`config.mk`:
```
export PLATFORM = sky130hd
export DESIGN_NAME = gray_seq_counter
export DESIGN_NICKNAME = d
export VERILOG_FILES = /design/src/rtl/gray_pkg.sv /design/src/rtl/gray2bin_conv.sv /design/src/rtl/gray_seq_counter.sv
export SDC_FILE = /design/constraint.sdc
export NUM_CORES = 1
export LEC_CHECK = 0
export CAP_MARGIN = 20
export CORE_MARGIN = 2
export CORE_UTILIZATION = 39
export DETAILED_ROUTE_END_ITERATION = 7
export GPL_TIMING_DRIVEN = 0
export PLACE_DENSITY = 0.69
export SYNTH_ARGS = -nofsm -noshare
export SYNTH_HDL_FRONTEND = slang
export SYNTH_SLANG_ARGS = --single-unit
```
`constraint.sdc`:
```
create_clock -name clk -period 1.8 [get_ports clk]
set_input_delay 0.27 -clock clk [delete_from_list [all_inputs] [get_ports clk]]
set_output_delay 0.27 -clock clk [all_outputs]
set_load 0.01 [all_outputs]
```
`src/rtl/gray_pkg.sv`:
```
// Shared width defaults and Gray/binary conversion helpers for the Gray sequencing counter.
// Functions work on the widest supported word; narrower callers zero-extend and truncate.
package gray_pkg;

    localparam int GRAY_DEFAULT_WIDTH = 4;
    localparam int GRAY_MAX_WIDTH     = 16;

    typedef logic [GRAY_MAX_WIDTH-1:0] gray_word_t;

    function automatic gray_word_t bin2gray(input gray_word_t bin);
        return bin ^ (bin >> 1);
    endfunction

    // Zero-extended upper bits decode to zero, so truncating the result is exact.
    function automatic gray_word_t gray2bin(input gray_word_t gray);
        gray_word_t bin;
        bin[GRAY_MAX_WIDTH-1] = gray[GRAY_MAX_WIDTH-1];
        for (int i = GRAY_MAX_WIDTH - 2; i >= 0; i--) begin
            bin[i] = bin[i+1] ^ gray[i];
        end
        return bin;
    endfunction

endpackage

```
`src/rtl/gray2bin_conv.sv`:
```
// Purely combinational Gray-to-binary decoder used on the preload path.
module gray2bin_conv
    import gray_pkg::*;
#(
    parameter int WIDTH = GRAY_DEFAULT_WIDTH
) (
    input  logic [WIDTH-1:0] gray_in,
    output logic [WIDTH-1:0] bin_out
);

    always_comb begin
        bin_out = WIDTH'(gray2bin(gray_word_t'(gray_in)));
    end

endmodule

```
`src/rtl/gray_seq_counter.sv`:
```
// Up/down counter producing a registered binary count and its Gray code on the same edge,
// with a Gray-coded preload and a one-cycle wrap pulse.
module gray_seq_counter
    import gray_pkg::*;
#(
    parameter int WIDTH = GRAY_DEFAULT_WIDTH
) (
    input  logic             clk,
    input  logic             rst_n,
    input  logic             en,
    input  logic             up,
    input  logic             load,
    input  logic [WIDTH-1:0] load_gray,
    output logic [WIDTH-1:0] bin_q,
    output logic [WIDTH-1:0] gray_q,
    output logic             wrap
);

    logic [WIDTH-1:0] load_bin;
    logic [WIDTH-1:0] bin_d;
    logic [WIDTH-1:0] gray_d;
    logic             wrap_d;
    logic             wrap_q;

    gray2bin_conv #(
        .WIDTH(WIDTH)
    ) u_load_dec (
        .gray_in(load_gray),
        .bin_out(load_bin)
    );

    // Load beats counting; a hold keeps the pair as-is and clears wrap.
    always_comb begin
        bin_d  = bin_q;
        gray_d = gray_q;
        wrap_d = 1'b0;
        if (load) begin
            bin_d  = load_bin;
            gray_d = load_gray;
        end else if (en) begin
            if (up) begin
                bin_d  = bin_q + WIDTH'(1);
                wrap_d = &bin_q;
            end else begin
                bin_d  = bin_q - WIDTH'(1);
                wrap_d = ~|bin_q;
            end
            gray_d = WIDTH'(bin2gray(gray_word_t'(bin_d)));
        end
    end

    always_ff @(posedge clk) begin
        if (!rst_n) begin
            bin_q  <= '0;
            gray_q <= '0;
            wrap_q <= 1'b0;
        end else begin
            bin_q  <= bin_d;
            gray_q <= gray_d;
            wrap_q <= wrap_d;
        end
    end

    assign wrap = wrap_q;

endmodule
```
==> results.tsv <==
metric	value	unit
# clock sinks	8	
Max-slew headroom	75.9	%
LEAKAGE	0.318	nW
Worst path slowest cell	clkdlybuf4s50_1	
Die Wd	41.7	um
first-pass GRT wire length	1950	um
Initial Util	42.2	%
via/cell ratio	5.22	
IR drop worst, VDD	0.369	mV
# Max-Cap Violations	0	
GP Congestion	0.811	
worst-skew pair later-pin latency	0.26	ns
Crit. End Element	output port	
CP Launch Type	register	
Compound-Gate Fraction of Synth Area	22.7	%
initial antenna violation count	0	
synth unique cells	29	
Final Setup Violations	0	
root buffer cell	clkbuf_4	
post-layout instance area	776	um2
Routed Wire Length	1200	um
crit-path leading delay family	buffers and inverters	
all-layer global routing usage	15.0	%
Mean Syn Cell Area	9.11	um2
total power	0.000616	W
Detail Route Antenna Nets	0	
die height	41.7	um
combinational family with the most area after synthesis	compound AO/OA/AOI/OAI gates	
via count	506	
XOR/XNOR Fraction of Synth Area	18.0	%
yosys warns	0	
syn nets	73	
drt pass-1 iters	4	
Hold Crit Class	input port to register	
cts hold-fix bufs	0	
number of synthesized register bits	8	
worst slew pin tran	0.361	ns
H-tree levels	1	
layout cells sized above 1	14.6	%
Final Hold Viols	0	
clk buf depth	2	
die area	1740	um2
vias in the first global route	464	
cell chain of the critical path	clkdlybuf4s50_1	
skew final	0.00338	ns
RSZ-0062 raised after global routing	no	
slowest cell delay on critical path	0.62	ns
Post-Synthesis Cells	61	
cell area after synthesis	556	um2
FMAX	596	MHz
Reg clk slew, reported paths	0.05	ns
Pwr Density	794	nW/um2
wl on met1	572	um
multiplexer share of the synthesized area	3.60	%
CTS tree	built	
largest net degree at the start of global routing	11	
Post-DP Area	744	um2
Stages on worst setup path	1	
reg2reg path depth	4	
Required @ worst endpoint	1.53	ns
WP data arrival	1.41	ns
worst-path fanout max	8	
WL per Instance	12.4	um
Tmin final	1.68	ns
GRT overflow	0	
worst hold stages	3	
ANT cells	0	
Seq/Total Area, Yosys	28.8	%
Min Hold Slack	0.491	ns
DR WL met3	74	um
core footprint	1320	um2
simple-gate share of the synthesized area	13.7	%
DR top layer	met4	
initial detailed-routing violation count	7	
hpwl dp	898	um
DR WL met2	532	um
Adder-Cell Fraction of Synth Area	8.11	%
Ports	18	
run status	finished clean	
CTS buffer count	3	
Slew Limit Fails	0	
Post-layout nets	96	
FP Rows	13	
WS Path Type	register to output port	
drc violations	0	
worst path buffer plus inverter count	1	
port buffer count	17	
layout overhead on the synthesized area	39.6	%
Final period util	93.2	%
-- Yosys cell counts --
cell | number | area share [%]
xor2_1 | 3 | 4.7
clkbuf_1 | 1 | 0.68
nand3_1 | 3 | 2.7
xnor2_1 | 4 | 6.3
o22ai_2 | 1 | 2.3
a21o_1 | 1 | 1.4
nand2b_1 | 1 | 1.1
a21boi_0 | 1 | 1.4
dfxtp_1 | 8 | 29
inv_1 | 3 | 2.0
a21oi_1 | 6 | 5.4
mux2i_1 | 2 | 3.6
a21oi_2 | 1 | 1.6
ha_1 | 2 | 4.5
and3_2 | 1 | 1.4
xnor3_1 | 1 | 4.1
nor4_1 | 1 | 1.1
o21ai_0 | 3 | 2.7
nor2b_1 | 1 | 1.1
xnor2_2 | 1 | 2.9
nor2_1 | 3 | 2.0
nor3b_1 | 1 | 1.4
a211oi_1 | 5 | 6.8
buf_4 | 1 | 1.4
nand2_1 | 2 | 1.4
fa_1 | 1 | 3.6
o21a_1 | 1 | 1.4
buf_2 | 1 | 0.90
nor4b_1 | 1 | 1.6
-- metrics by stage --
| stage | cells | setup TNS [ns] | utilization, % | setup WS (ns) |
|---|---|---|---|---|
| floorplan | 61 | 0 | - | 0.138 |
| global placement | 93 | -1.69 | 56.5 | -0.477 |
| detailed placement | 93 | -1.74 | 56.5 | -0.492 |
| CTS | 97 | 0 | 58.9 | 0.107 |
| global route | 97 | 0 | 58.9 | 0.0501 |
| finish | 97 | 0 | 58.9 | 0.123 |
-- logic make-up (layout without fill, tap and decap cells) --
kind of cell | count (synthesis) | in the layout
DFF | 8 | 8
buffers and inverters | 6 | 27
AOI/OAI and AO/OA | 19 | 19
xor gates and xnor gates | 9 | 9
adders and majority gates | 3 | 3
and+or+nand+nor | 14 | 14
muxes | 2 | 2
-- routing by layer --
metal	GRT usage, %	vias to the layer above
li1	-	264
met1	16.4	224
met2	24.1	13
met3	8.26	5
met4	5.81	0
met5	0	-
-- sequential cells by signal, summed over array words and instances, names as in the netlist --
name,count
wrap,1
gray_q,3
bin_q,4
-- report_power, final --
group | internal (W) | switching, W
Combinational | 0.000149 | 0.000107
Sequential | 0.000196 | 0.0000224
Clock | 0.0000766 | 0.0000653
-- layout by cell type (no fill, tap or decap), types with 2 or more instances in the layout --
master           netlist  routed
clkdlybuf4s50_1        0      16
dfxtp_1                8       8
a21oi_1                6       6
a211oi_1               5       5
xnor2_1                4       4
nand3_1                3       3
nor2_1                 3       3
xor2_1                 3       3
o21ai_0                3       3
clkbuf_4               0       3
nand2_1                2       2
inv_1                  3       2
mux2i_1                2       2
ha_1                   2       2
buf_4                  1       2
-- what timing repair did --
action	4_1_cts	5_1_grt
setup endpoints to repair	3	0
gates resized for setup	3	0
setup buffers	1	0
-- cell type report --
| cell class | count | area, um2 |
|---|---|---|
| timing repair buffer | 18 | 176 |
| clock buffer | 3 | 22.5 |
| multi-input combinational | 47 | 370 |
| tap | 15 | 18.8 |
| inverter | 3 | 11.3 |
| fill | 123 | 542 |
| buffer | 3 | 16.3 |
| sequential | 8 | 160 |
-- worst paths after layout --
kind              slack (ns)        end  startpoint
hold / removal          0.49       wrap          up
setup reg to reg        0.18  gray_q[0]    bin_q[0]
hold reg to reg         0.54       wrap    bin_q[2]
setup / recovery        0.12   bin_q[0]    bin_q[0]
(Power assumes the default switching activity.)
==> variant: new RTL, config.mk and constraints unchanged <==
Register the output `gray_q` once more, cleared by the reset; this adds one clock of latency there. The other outputs are not delayed to match.
--- a/src/rtl/gray_seq_counter.sv
+++ b/src/rtl/gray_seq_counter.sv
@@ -16,6 +16,8 @@
     output logic             wrap
 );
 
+    logic [WIDTH-1:0] gray_q_s0;
+
     logic [WIDTH-1:0] load_bin;
     logic [WIDTH-1:0] bin_d;
     logic [WIDTH-1:0] gray_d;
@@ -32,7 +34,7 @@
     // Load beats counting; a hold keeps the pair as-is and clears wrap.
     always_comb begin
         bin_d  = bin_q;
-        gray_d = gray_q;
+        gray_d = gray_q_s0;
         wrap_d = 1'b0;
         if (load) begin
             bin_d  = load_bin;
@@ -52,15 +54,23 @@
     always_ff @(posedge clk) begin
         if (!rst_n) begin
             bin_q  <= '0;
-            gray_q <= '0;
+            gray_q_s0 <= '0;
             wrap_q <= 1'b0;
         end else begin
             bin_q  <= bin_d;
-            gray_q <= gray_d;
+            gray_q_s0 <= gray_d;
             wrap_q <= wrap_d;
         end
     end
 
     assign wrap = wrap_q;
 
+    always_ff @(posedge clk) begin
+        if (!rst_n) begin
+            gray_q <= '0;
+        end else begin
+            gray_q <= gray_q_s0;
+        end
+    end
+
 endmodule
Function: changed (Yosys sat finds a counterexample within 4 cycles, from zero or initial values and one cycle with rst_n low).
==> variant against the unedited design <==
- power rose by 18%
- first-iteration DRC count is 140% higher
- area after synthesis up 19%
- cell area grew 14%
- count of clock-buffer cells in the layout unchanged
- sequential cell count grew 4
- wire length grew 16%
- worst setup slack lost 0.019 ns
==> variant: results (changes against the unedited design) <==
metric	value	unit	change
clk_share	0.0255		-0.00350
dr.pass1.iters	2		-2
grt_use_total	0.161		+0.0106
rr_worst_depth	5		+1
stdcell_area	882	sq um	+14%
syn_inst	69		+13%
ys_seq_area_frac	0.364		+0.0753
ys.flop_type	dfxtp_1		
grt_first_pass_wirelength	2.31	mm	+19%
peakVddDrop	0.307	mV	-17%
drt_iter0_drc	17		+10
synth_area_leaders	dfxtp_1 (36%), a211oi_1 (5.7%), xnor2_1 (5.3%)		
r2r_start	bin_q[1]		
yosys_register_bits	12		+4
yosys_warnings	0		unchanged
async_flop_share	0		unchanged
syn-num-nets	81		+11%
cts.reportedPaths.clkPinSlew	0.07	ns	+0.02 ns
min_to	gray_q[0]		
buffer_area_frac	0.218		-0.0299
synthTopCellsByCount	dfxtp_1 (12), a21oi_1 (6), a211oi_1 (5)		
multi_input_area	395	sq um	+6.8%
finClkSkew	0.00738	ns	+0.00400 ns
drive_above_1_share	0.133		-0.0130
fin_nets	104		+8.3%
cts-htree-levels	1		unchanged
comb.multi_input.count	51		+8.5%
synth.distinct_cells	30		+3.4%
synth_compound_area_frac	0.191		-0.0362
place_area	851	sq um	+14%
whs	0.455	ns	-0.0354 ns
dp_worst_setup_slack	-0.468	ns	+0.0242 ns
status	complete, no violations		
port_buffers	17		unchanged
area_growth_syn_to_layout	33.5	%	
synth-xor-area-share	0.152		-0.0287
synth.area.mux_share	0.0303		-0.00573
post_drt_wl_per_cell	13.1	microns	+6.4%
cpPeakStageDelay	0.62	ns	about the same
grt_pass1_vias	530		+14%
synthAdderAreaFrac	0.0682		-0.0129
hold-path-cell-count	1		-2
min_path_type	register to register		
worstHoldStart	gray_q_s0[0]		
crit_arrival	1.43	ns	+0.02 ns
fin_crit	1.70	ns	+0.0191 ns
r2r_slack	0.15	ns	-0.03 ns
nFillCells	136		+11%
final_cell_count_no_fill	106		+9.3%
seq-cell-share	0.272		+0.0659
dp_hpwl	1.04	mm	+16%
crit_family	buffers and inverters		
relSlewSlack	0.730		-0.0287
gp_congestion	0.771		-5.0%
r2r-end	gray_q_s0[2]		
cellLeakagePower	0.000362	uW	+14%
largestRegisters	bin_q x4, gray_q x4, gray_q_s0 x3		
vias	564		+11%
grt_antenna_before_repair	0		unchanged
-- variant: what timing repair did --
item,CTS,global route
endpoints found under the setup margin,2,0
setup buffers,1,0
resized for setup,3,0
-- variant: routing by layer --
| layer | GRT usage | vias up | part of all wire | wire [microns] |
|---|---|---|---|---|
| met4 | 0.106 | 0 | 0.022 | 30 |
| met1 | 0.201 | 259 | 0.47 | 648 |
| met5 | 0 | - | 0 | 0 |
| met2 | 0.243 | 16 | 0.46 | 643 |
| li1 | - | 285 | - | - |
| met3 | 0.0400 | 4 | 0.050 | 70 |
-- variant: report_power, final --
group,internal [uW],switching (uW),total [uW]
Clock,77.3,81.6,159
Sequential,290,23.9,314
Combinational,146,109,255
-- variant: worst max-delay path by stage --
stage | to | depth (start not counted)
floorplan | gray_q_s0[2] | 4
global placement | gray_q_s0[2] | 6
detailed placement | gray_q_s0[2] | 6
CTS | bin_q[0] | 1
global route | gray_q_s0[0] | 4
finish | bin_q[0] | 1
